--- config.mk ---
export PLATFORM = sky130hd
export DESIGN_NAME = button_conditioner
export DESIGN_NICKNAME = d
export VERILOG_FILES = /design/src/rtl/button_conditioner.sv
export SDC_FILE = /design/constraint.sdc
export NUM_CORES = 1
export LEC_CHECK = 0
export ABC_AREA = 1
export CELL_PAD_IN_SITES_DETAIL_PLACEMENT = 0
export CELL_PAD_IN_SITES_GLOBAL_PLACEMENT = 1
export CORE_ASPECT_RATIO = 1.75
export CORE_MARGIN = 2
export CORE_UTILIZATION = 23
export CTS_BUF_LIST = sky130_fd_sc_hd__clkbuf_16
export CTS_CLUSTER_SIZE = 16
export DETAILED_ROUTE_END_ITERATION = 8
export GPL_TIMING_DRIVEN = 1
export PLACE_DENSITY = 0.59
export SYNTH_ARGS = -nofsm -noshare
export SYNTH_HDL_FRONTEND = slang
export SYNTH_SLANG_ARGS = --single-unit
--- constraint.sdc ---
create_clock -name clock -period 1.4 [get_ports clock]
set_clock_uncertainty 0.05 [all_clocks]
set_input_delay 0.28 -clock clock [delete_from_list [all_inputs] [get_ports clock]]
set_output_delay 0.28 -clock clock [all_outputs]
set_load 0.005 [all_outputs]
--- src/rtl/button_conditioner.sv ---
// Button front end: 2-flop sync, per-channel debounce, press pulse and toggle.
// Define REFLEX_AUTOREPEAT_EN to add hold-to-repeat press pulses.
module button_conditioner #(
  parameter int N_BUTTONS       = 8,
  parameter int DEBOUNCE_CYCLES = 4,
  parameter int REPEAT_DELAY    = 64,
  parameter int REPEAT_PERIOD   = 16
) (
  input  logic                 clock,
  input  logic                 reset,
  input  logic                 clear,
  input  logic [N_BUTTONS-1:0] raw_buttons,
  output logic [N_BUTTONS-1:0] level,
  output logic [N_BUTTONS-1:0] pressed_pulse,
  output logic [N_BUTTONS-1:0] toggle_state,
  output logic                 any_pressed
);

  localparam int CW = $clog2(DEBOUNCE_CYCLES + 1);
  localparam logic [CW-1:0] CNT_MAX = CW'(DEBOUNCE_CYCLES - 1);

  if (DEBOUNCE_CYCLES < 1) begin : g_bad_debounce
    $error("DEBOUNCE_CYCLES must be >= 1");
  end
  if (REPEAT_PERIOD < 1 || REPEAT_DELAY < 1) begin : g_bad_repeat
    $error("REPEAT_DELAY and REPEAT_PERIOD must be >= 1");
  end

  logic [N_BUTTONS-1:0] sync1_q, sync1_d;
  logic [N_BUTTONS-1:0] sync2_q, sync2_d;
  logic [N_BUTTONS-1:0] level_q, level_d;
  logic [N_BUTTONS-1:0] armed_q, armed_d;
  logic [N_BUTTONS-1:0] pulse_q, pulse_d;
  logic [N_BUTTONS-1:0] toggle_q, toggle_d;
  logic [N_BUTTONS-1:0] press;
  logic [N_BUTTONS-1:0] rep;
  logic                 any_q, any_d;
  logic [1:0]           fill_q, fill_d;
  logic [CW-1:0]        cnt_q [N_BUTTONS];
  logic [CW-1:0]        cnt_d [N_BUTTONS];

  // A channel arms only once sync2 has seen it low after reset,
  // so a button held through reset never produces a press.
  always_comb begin
    sync1_d = raw_buttons;
    sync2_d = sync1_q;
    fill_d  = (fill_q == 2'd2) ? fill_q : fill_q + 2'd1;
    level_d = level_q;
    armed_d = armed_q;
    cnt_d   = cnt_q;
    press   = '0;
    for (int i = 0; i < N_BUTTONS; i++) begin
      if (fill_q == 2'd2 && !level_q[i] && !sync2_q[i])
        armed_d[i] = 1'b1;
      if (sync2_q[i] == level_q[i]) begin
        cnt_d[i] = '0;
      end else if (cnt_q[i] == CNT_MAX) begin
        cnt_d[i] = '0;
        if (armed_q[i] || !sync2_q[i])
          level_d[i] = sync2_q[i];
      end else begin
        cnt_d[i] = cnt_q[i] + CW'(1);
      end
      press[i] = ~level_q[i] & level_d[i];
    end
  end

`ifdef REFLEX_AUTOREPEAT_EN
  localparam int TW = $clog2(REPEAT_DELAY + REPEAT_PERIOD + 1);
  localparam logic [TW-1:0] T_FIRST = TW'(REPEAT_DELAY - 1);
  localparam logic [TW-1:0] T_NEXT  = TW'(REPEAT_DELAY + REPEAT_PERIOD - 1);
  localparam logic [TW-1:0] T_LOOP  = TW'(REPEAT_DELAY);

  logic [TW-1:0] tmr_q [N_BUTTONS];
  logic [TW-1:0] tmr_d [N_BUTTONS];

  // Timer holds cycles since press; it loops between T_LOOP and T_NEXT.
  always_comb begin
    rep = '0;
    for (int i = 0; i < N_BUTTONS; i++) begin
      tmr_d[i] = '0;
      if (level_q[i] && !clear) begin
        if (tmr_q[i] == T_FIRST || tmr_q[i] == T_NEXT)
          rep[i] = 1'b1;
        if (tmr_q[i] == T_NEXT)
          tmr_d[i] = T_LOOP;
        else
          tmr_d[i] = tmr_q[i] + TW'(1);
      end
    end
  end

  always_ff @(posedge clock) begin
    if (reset) tmr_q <= '{default: '0};
    else       tmr_q <= tmr_d;
  end
`else
  assign rep = '0;
`endif

  always_comb begin
    pulse_d  = '0;
    toggle_d = '0;
    if (!clear) begin
      pulse_d  = press | rep;
      toggle_d = toggle_q ^ press;
    end
    any_d = |pulse_d;
  end

  always_ff @(posedge clock) begin
    if (reset) begin
      sync1_q  <= '0;
      sync2_q  <= '0;
      level_q  <= '0;
      armed_q  <= '0;
      pulse_q  <= '0;
      toggle_q <= '0;
      any_q    <= 1'b0;
      fill_q   <= 2'd0;
      cnt_q    <= '{default: '0};
    end else begin
      sync1_q  <= sync1_d;
      sync2_q  <= sync2_d;
      level_q  <= level_d;
      armed_q  <= armed_d;
      pulse_q  <= pulse_d;
      toggle_q <= toggle_d;
      any_q    <= any_d;
      fill_q   <= fill_d;
      cnt_q    <= cnt_d;
    end
  end

  assign level         = level_q;
  assign pressed_pulse = pulse_q;
  assign toggle_state  = toggle_q;
  assign any_pressed   = any_q;

endmodule

==> results_dict.tcl <==
set metrics [dict create \
    start_util_pct 23.34 \
    path_clk_slew_ns 0.06 \
    required_ns 1.62 \
    ant_nets 0 \
    die_area_um2 12460 \
    grt_pass1_vias 2131 \
    grt_setup_unrepaired "yes" \
    fin_util_pct 34.45 \
    ys_seq_elements 75 \
    hpwlAfterDp_um 3782 \
    syn_inst 298 \
    min_period_ns 1.356 \
    syn_nets 326 \
    drive_gt1_share_pct 29.10 \
    synth_commonest_cells "dfxtp_1, nor2_1, inv_1" \
    cts_tree "done" \
    finalNonFillerCells 513 \
    clock-root-buffer "clkbuf_16" \
    outcome "complete, no violations" \
    ys_seq_area_share_pct 56.50 \
    post-synth-top-count-cell "dfxtp_1" \
    worst_pin_slew_ns 0.4587 \
    rr_worst_depth 5 \
    cts_htree_levels 3 \
    clock_sinks 75 \
    rrSetupSlack_ns 0.04 \
    cp_max_fo 3 \
    yosysTopAreaCell "dfxtp_1" \
    slew_headroom_pct 69.42 \
    fp.dieH_um 146.2 \
    async_flop_share_pct 0 \
    place.gp.congestion 0.6812 \
    dr.first_iter.drc_count 40 \
    hold_depth 1 \
    yosysUniqueCellTypes 17 \
    cp-start-kind "flip-flop" \
    yosys_warnings 0 \
    globalRouteTotalUtil_pct 9.184 \
    hold_path_class "flip-flop to flip-flop" \
    dp.cells 483 \
    maxCapViolations 0 \
    worst_slack_ns 0.04377 \
    hold_buffers 0 \
    rows 52 \
    setup_viol 0 \
    drtPass1Iterations 4 \
    tns_ns 0 \
    drv_slew 0 \
    drcViolationCount 0 \
    numCtsBuffers 9 \
    ys.flop_type "dfxtp_1" \
    num_vias 2082 \
    fin_crit_sh_pct 96.87 \
    crit_arrival_ns 1.57 \
    overflow 0 \
    grt_start_max_net_pins 18 \
    antenna_found_initial 0 \
    synthesis.area_um2 2658 \
    pin_count 36 \
    drt-wirelength-per-cell_um 10.35 \
    p_leak_nw 1.651 \
    die_x_um 85.26 \
    synth_area_leaders "dfxtp_1, nor2_1, ha_1, inv_1, a21oi_1" \
    clock_latency_ns 0.33 \
    synth_edf_count 0 \
    critical_path.cell_chain "ha_2 > ha_4 > nand4_1 > or2_4 > a21oi_1" \
    yosysTopAreaCellShare_pct 56.50 \
    num_antenna_cells 0 \
    coreArea_um2 11390 \
    pre_cts_ws_ns -0.1319 \
    area_growth_pct 47.60 \
    hold_viol 0 \
    end_kind "flip-flop" \
    max_stage_delay_ns 0.33 \
    syn_area_per_cell_um2 8.918 \
    grt_first_pass_wirelength_um 8997 \
    p_per_area_nw_per_um2 1248 \
    fin_total_pwr_mw 4.896 \
    clockBufferDepth 2 \
    cp_slowest_cell "dfxtp_2" \
    peakVddDrop_mv 0.5596 \
    critical_path_class "flip-flop to flip-flop" \
    io_buffers 35 \
    wirelength_um 5311 \
    max_freq_ghz 0.7373 \
    viasPerCell 4.058 \
    nets 401 \
]
per-layer routing:
metal	part of all wire [%]	vias up	global-route usage, %
met4	3.1	0	5.873
met5	0	-	0
met2	51	34	16.29
met3	4.2	14	2.770
li1	-	1092	-
met1	41	942	9.027
report_power, final:
| part | switching, mW | internal (mW) | leakage, nW |
|---|---|---|---|
| registers | 0.0839 | 2.26 | 0.622 |
| logic | 0.193 | 0.168 | 0.888 |
| clock network | 0.833 | 1.35 | 0.141 |
| total | 1.11 | 3.79 | 1.65 |
flip-flops by register name, summed over array words and instances, names as in the netlist:
| name | count |
|---|---|
| pressed_pulse | 8 |
| sync1_q | 8 |
| fill_q | 2 |
| cnt_q | 24 |
| level | 8 |
| any_pressed | 1 |
| sync2_q | 8 |
| toggle_state | 8 |
| armed_q | 8 |
critical path: cells and delay by family, from the launching register on:
kind            cells  cell delay, ns
simple gates        2            0.47
flops               1            0.33
compound gates      1            0.10
fa+ha+maj           2            0.35
final cells by class:
cell class,count,area [um2]
Clock buffer,9,225.2
Clock inverter,7,61.31
Fill cell,1191,7463
Inverter,49,183.9
Multi-Input combinational cell,166,1140
Sequential cell,75,1534
Tap cell,135,168.9
Timing Repair Buffer,72,609.3
placed cells by master, fill, tap and decap left out, types with 2 or more instances in the layout:
cell / n
inv_1: 51
nor3_2: 4
clkdlybuf4s50_1: 10
dfxtp_2: 23
or2_4: 7
buf_4: 36
a21oi_2: 6
nand4_1: 8
nor2_1: 69
ha_4: 13
o21ai_1: 4
o21ai_0: 2
clkbuf_16: 9
a211oi_1: 8
clkinvlp_4: 2
o21ai_2: 2
nand2_1: 11
a21oi_1: 20
ha_1: 2
dlygate4sd2_1: 25
ha_2: 2
dfxtp_1: 51
nor3_1: 4
final timing paths:
check,startpoint,to
max,cnt_q[15]$_SDFF_PP0_,toggle_state[2]$_SDFF_PP0_
min,cnt_q[18]$_SDFF_PP0_,cnt_q[18]$_SDFF_PP0_
max reg2reg,cnt_q[15]$_SDFF_PP0_,toggle_state[2]$_SDFF_PP0_
min reg2reg,cnt_q[18]$_SDFF_PP0_,cnt_q[18]$_SDFF_PP0_
metrics by stage:
step                      area, um2  hold WS, ns
after floorplan                2658       0.3370
after global placement         3299       0.3396
after detailed placement       3299       0.3477
after CTS                      3694       0.3563
after global routing           3923       0.3630
final                          3923       0.3462
kinds of logic (layout without fill, tap and decap cells):
kind of cell	after synthesis	in the layout	share of synthesized area [%]
flip-flops	75	75	56.50
AND/OR/NAND/NOR	106	106	16.95
buffers and inverters	57	137	9.275
XOR/XNOR	1	1	0.3296
adder cells (fa/ha/maj)	17	17	8.004
AO/OA/AOI/OAI	42	42	8.946
timing repair:
action / 4_1_cts / 5_1_grt
setup endpoints to repair: 39 / 32
gates resized for setup: 53 / 49
setup buffers: 11 / 3
cloned: 0 / 0
pin swaps: 9 / 21
No activity file was read; power rests on OpenSTA's default activity.
==> variant 1, RTL diff (same settings) <==
`N_BUTTONS`: 8 -> 4.
--- a/src/rtl/button_conditioner.sv
+++ b/src/rtl/button_conditioner.sv
@@ -1,7 +1,7 @@
 // Button front end: 2-flop sync, per-channel debounce, press pulse and toggle.
 // Define REFLEX_AUTOREPEAT_EN to add hold-to-repeat press pulses.
 module button_conditioner #(
-  parameter int N_BUTTONS       = 8,
+  parameter int N_BUTTONS       = 4,
   parameter int DEBOUNCE_CYCLES = 4,
   parameter int REPEAT_DELAY    = 64,
   parameter int REPEAT_PERIOD   = 16
Interface: changed (resized level, pressed_pulse, raw_buttons and toggle_state); port bits go from 36 to 20. No check against the original RTL was run, so the function may have changed too.
==> variant 1 against the unedited design <==
Wire length decreased by 55%. Count of clock-buffer cells in the layout is 4 lower. Area after synthesis down 46%. Design area shrank 53%. Setup slack better by 71 ps. Power down 50%. Synthesized cell count decreased by 43%. Clock power is 52% lower. Combinational power decreased by 50%. Critical path depth stayed put. Global-route usage shrank 1.1 points. Sequential cell count shrank 36. Critical endpoint is now cnt_q[1]$_SDFF_PP0_.
==> variant 1: results (changes against the unedited design) <==
* Area contributors post-synth: dfxtp_1 54%, nor2_1 11%, inv_1 9.4%, ha_1 7.8%, a21oi_1 2.8% (was dfxtp_1 56%, nor2_1 9.7%, ha_1 8.0%, inv_1 6.9%, a21oi_1 4.5%)
* Final period util at 91.84% (was 96.87%)
* Post-cts sizing count at 19 (was 53)
* Buffers on Ports at 19 (was 35)
* CTS Buf Count at 5 (was 9)
* HPWL after detailed placement at 1819 microns (was 3782 microns)
* Run status: completed (unchanged)
* GRT Util Overall at 8.085% (was 9.184%)
* Leakage at 0.8424 nW (was 1.651 nW)
* CTS H-tree depth at 2 (was 3)
* WL/cell at 8.722 microns (was 10.35 microns)
* Setup bufs post-CTS at 0 (was 11)
* Net count after synthesis at 185 (was 326)
* Net count, final at 212 (was 401)
* Rel. slew slack at 83.06% (was 69.42%)
* Top cells by count, synth: 42 x nor2_1, 39 x dfxtp_1, 36 x inv_1 (was 75 x dfxtp_1, 69 x nor2_1, 49 x inv_1)
* Critical Path Max Stage Delay at 310 ps (was 330 ps)
* First-pass GRT wire length at 4222 microns (was 8997 microns)
* Post-Place Worst Slack at -23.61 ps (was -131.9 ps)
* Reg2Reg Launch Point: cnt_q[0]$_SDFF_PP0_ (was cnt_q[15]$_SDFF_PP0_)
* CP Max Fanout at 4 (was 3)
* DIE AREA at 0.006930 sq mm (was 0.01246 sq mm)
* Crit-path leading delay family: adder cells (was simple AND/OR/NAND/NOR gates)
* Syn_area_per_cell at 8.514 sq um (was 8.918 sq um)
* WHS at 350.5 ps (was 346.2 ps)
* Hold Path Origin: sync1_q[3]$_SDFF_PP0_ (was cnt_q[18]$_SDFF_PP0_)
* Share of cells above drive strength 1 at 10.15% (was 29.10%)
* Sequential element share of the synthesized area at 54.26% (was 56.50%)
* Max reg flops at 12 (was 24)
* WP data arrival at 1450 ps (was 1570 ps)
* Vias/cell at 3.693 (was 4.058)
* Gpl congestion at 0.7461 (was 0.6812)
* Post-Route WL at 2416 microns (was 5311 microns)
* CP max stage cell: dfxtp_1 (was dfxtp_2)
* Flop pwr share at 49.9% (was 47.9%)
* Max VDD drop at 0.3667 mV (was 0.5596 mV)
* Largest net degree at the start of global routing at 12 (was 18)
* Power Clock at 0.00105 W (was 0.00219 W)
* Inst Count DP at 269 (was 483)
* Flop2flop setup slack at 110 ps (was 40 ps)
* Clock latency on the worst-skew pair at 270 ps (was 330 ps)
variant 1: cell types whose count changed after synthesis, sizes merged, moves of 4 or more:
cell / delta
a211oi: -7
a21oi: -16
buf: -4
dfxtp: -36
ha: -8
inv: -13
nand2: -6
nand4: -4
nor2: -24
nor3: -4
or2: -6
variant 1: kinds of logic after synthesis:
group           synth area share, %
compound gates                6.957
simple gates                  20.00
flops                         54.26
fa+ha+maj                     7.826
buf+inv                       10.96
variant 1: per-stage QoR:
step           area, sq um  total power (W)
6_report              1861         0.002454
5_1_grt               1861         0.002590
4_1_cts               1861         0.002500
3_5_place_dp          1729         0.001437
3_3_place_gp          1729         0.001431
2_1_floorplan         1439         0.001378
variant 1: path summary, 6_finish.rpt:
path | end | cells after the start
setup / recovery | cnt_q[1]$_SDFF_PP0_ | 5
hold / removal | sync2_q[3]$_SDFF_PP0_ | 2
setup reg to reg | cnt_q[1]$_SDFF_PP0_ | 5
hold reg to reg | sync2_q[3]$_SDFF_PP0_ | 2
variant 1: layout make-up:
| type | instances | area, sq um |
|---|---|---|
| fillers | 664 | 4273 |
| clock inverters | 3 | 12.51 |
| inverters | 36 | 135.1 |
| well taps | 80 | 100.1 |
| clock buffers | 5 | 125.1 |
| multi-input cells | 92 | 500.5 |
| repair buffers | 22 | 196.4 |
| flip-flops and latches | 39 | 790.8 |
variant 1: per-layer routing:
metal	GRT usage (%)	vias up	part of all wire [%]
met5	0	-	0
met4	7.609	0	4.9
met3	1.651	8	3.0
met2	14.06	23	51
met1	7.791	422	41
li1	-	570	-
variant 1: tightest hold or removal path: cells and delay by family (launching register included):
family	cells	cell delay [ps]
buffers and inverters	1	40
flip-flops	1	290
AND/OR/NAND/NOR	1	30
==> variant 2, RTL diff (same settings) <==
Without the edit above. The output `pressed_pulse` loses its register stage (`pulse_q` becomes a continuous assignment).
--- a/src/rtl/button_conditioner.sv
+++ b/src/rtl/button_conditioner.sv
@@ -114,7 +114,6 @@
       sync2_q  <= '0;
       level_q  <= '0;
       armed_q  <= '0;
-      pulse_q  <= '0;
       toggle_q <= '0;
       any_q    <= 1'b0;
       fill_q   <= 2'd0;
@@ -124,13 +123,14 @@
       sync2_q  <= sync2_d;
       level_q  <= level_d;
       armed_q  <= armed_d;
-      pulse_q  <= pulse_d;
       toggle_q <= toggle_d;
       any_q    <= any_d;
       fill_q   <= fill_d;
       cnt_q    <= cnt_d;
     end
   end
+
+  assign pulse_q = pulse_d;
 
   assign level         = level_q;
   assign pressed_pulse = pulse_q;
Behaviour: not the same (Yosys sat finds a counterexample within 10 cycles, from zero or initial values and one cycle with reset high).
==> variant 2 against the unedited design <==
The run now ends with negative setup slack left. Design area is 6.5% higher. Utilization grew 3.0 points. Register-to-register slack worse by 60 ps. Power decreased by 8.1%. Synthesized cell count shrank 2.0%. Count of clock-buffer cells in the layout unchanged. Sequential cell count fell by 8. Combinational power is 31% higher. Area after synthesis shrank 0.47%. Wire length is 8.3% higher. Setup slack worse by 310 ps. Largest cell class unchanged. Largest power group unchanged.
==> variant 2: results (changes against the unedited design) <==
* Failing checks: negative setup slack
* Post-Place Worst Slack at -481.8 ps (was -131.9 ps)
* Post-DP Area at 0.003538 sq mm (was 0.003299 sq mm)
* Run status: complete, but fails checks (was completed)
* Critical path startpoint: cnt_q[13]$_SDFF_PP0_ (was cnt_q[15]$_SDFF_PP0_)
* Max VDD drop at 0.7385 mV (was 0.5596 mV)
* CP Max Fanout at 2 (was 3)
* Sequential element share of the synthesized area at 50.71% (was 56.50%)
* Endpoints failing setup at 13 (was 0)
* Vias/cell at 4.069 (was 4.058)
* Net count after synthesis at 320 (was 326)
* Hold path depth at 2 (was 1)
* Net count, final at 431 (was 401)
* Share of cells above drive strength 1 at 45.70% (was 29.10%)
* WL/cell at 10.67 microns (was 10.35 microns)
* First-pass GRT wire length at 9715 microns (was 8997 microns)
* Reg2Reg Launch Point: cnt_q[12]$_SDFF_PP0_ (was cnt_q[15]$_SDFF_PP0_)
* Unique cell type count in the Yosys netlist at 22 (was 17)
* Maximum clock insertion buffer count at 2 (unchanged)
* Worst-Margin Slew at 277.8 ps (was 458.7 ps)
* GRT Util Overall at 10.11% (was 9.184%)
* HPWL after detailed placement at 4180 microns (was 3782 microns)
* Area contributors post-synth: dfxtp_1 51%, ha_1 8.0%, nor2_1 7.4%, inv_1 6.1%, nor2_2 4.3% (was dfxtp_1 56%, nor2_1 9.7%, ha_1 8.0%, inv_1 6.9%, a21oi_1 4.5%)
* Final worst setup slack at -270.6 ps (was 43.77 ps)
* Sw Pwr at 0.001063 W (was 0.001110 W)
* Hold Path Origin: sync1_q[6]$_SDFF_PP0_ (was cnt_q[18]$_SDFF_PP0_)
* Reg2reg path depth at 9 (was 5)
* Leakage at 1.738 nW (was 1.651 nW)
[variant 2: cell count changes after synthesis, moves of 6 or more]
cell / change
o21ai_0: -6
or2_2: -8
nor2_1: -17
inv_1: -6
a21oi_1: -6
a21oi_2: +6
nor2_2: +18
dfxtp_1: -8
inv_2: +8
or2_1: +8
[variant 2: power by group through the flow]
| stage | Clock (W) | Sequential (W) | Combinational (W) |
|---|---|---|---|
| 6_report | 0.00191 | 0.00212 | 0.000472 |
| 5_1_grt | 0.00207 | 0.00213 | 0.000533 |
| 4_1_cts | 0.00199 | 0.00212 | 0.000475 |
| 3_5_place_dp | 0 | 0.00214 | 0.000468 |
| 3_3_place_gp | 0 | 0.00213 | 0.000459 |
| 2_1_floorplan | 0 | 0.00214 | 0.000222 |
[variant 2: area by class of cell]
type	count	area [sq um]
Inverter	51	191.4
Multi-Input combinational cell	166	1321
Tap cell	132	165.2
Sequential cell	67	1376
Timing Repair Buffer	108	872.1
Clock inverter	6	25.02
Clock buffer	9	225.2
Fill cell	1143	6990
[variant 2: timing repair]
| action | 4_1_cts | 5_1_grt |
|---|---|---|
| endpoints found under the setup margin | 27 | 15 |
| pin swaps | 32 | 25 |
| hold buffers | 0 | 0 |
| gates resized for setup | 114 | 18 |
| buffers inserted | 8 | 11 |
[variant 2: through the flow]
step           total power [W]  hold WS (ps)  cells  util (%)  setup TNS [ps]
2_1_floorplan         0.002358         337.0    292         -               0
3_3_place_gp          0.002591         339.8    510     31.69           -7069
3_5_place_dp          0.002605         344.7    510     31.69           -7734
4_1_cts               0.004578         353.1    533     36.43           -2530
5_1_grt               0.004733         364.9    539     37.40           -3084
6_report              0.004500         350.7    539     37.40           -1825
[variant 2: worst max-delay path, delay by kind of cell, from the launching register on]
| kind | cells | cell delay [ps] |
|---|---|---|
| flops | 1 | 340 |
| fa+ha+maj | 2 | 270 |
| simple gates | 2 | 270 |
| buf+inv | 1 | 130 |
[variant 2: per-layer routing]
layer	share of wire, %	GRT usage, %	wire length (microns)	up-vias
li1	-	-	-	1148
met1	40	10.72	2299	997
met2	52	16.56	2998	37
met3	4.1	2.269	236	11
met4	3.8	8.492	216	0
met5	0	0	0	-
[variant 2: cells by family (layout without fill, tap and decap cells)]
| logic type | Yosys count | count (layout) | synth area share [%] |
|---|---|---|---|
| buffers and inverters | 59 | 174 | 10.17 |
| flip-flops | 67 | 67 | 50.71 |
| AO/OA/AOI/OAI | 44 | 44 | 10.79 |
| AND/OR/NAND/NOR | 105 | 105 | 20.29 |
| adder cells (fa/ha/maj) | 17 | 17 | 8.041 |
[variant 2: worst paths after layout]
check                                 to  slack [ps]
hold / removal     sync2_q[6]$_SDFF_PP0_         350
setup / recovery        pressed_pulse[3]        -270
setup reg to reg  any_pressed$_SDFF_PP0_         -20
hold reg to reg    sync2_q[6]$_SDFF_PP0_         350
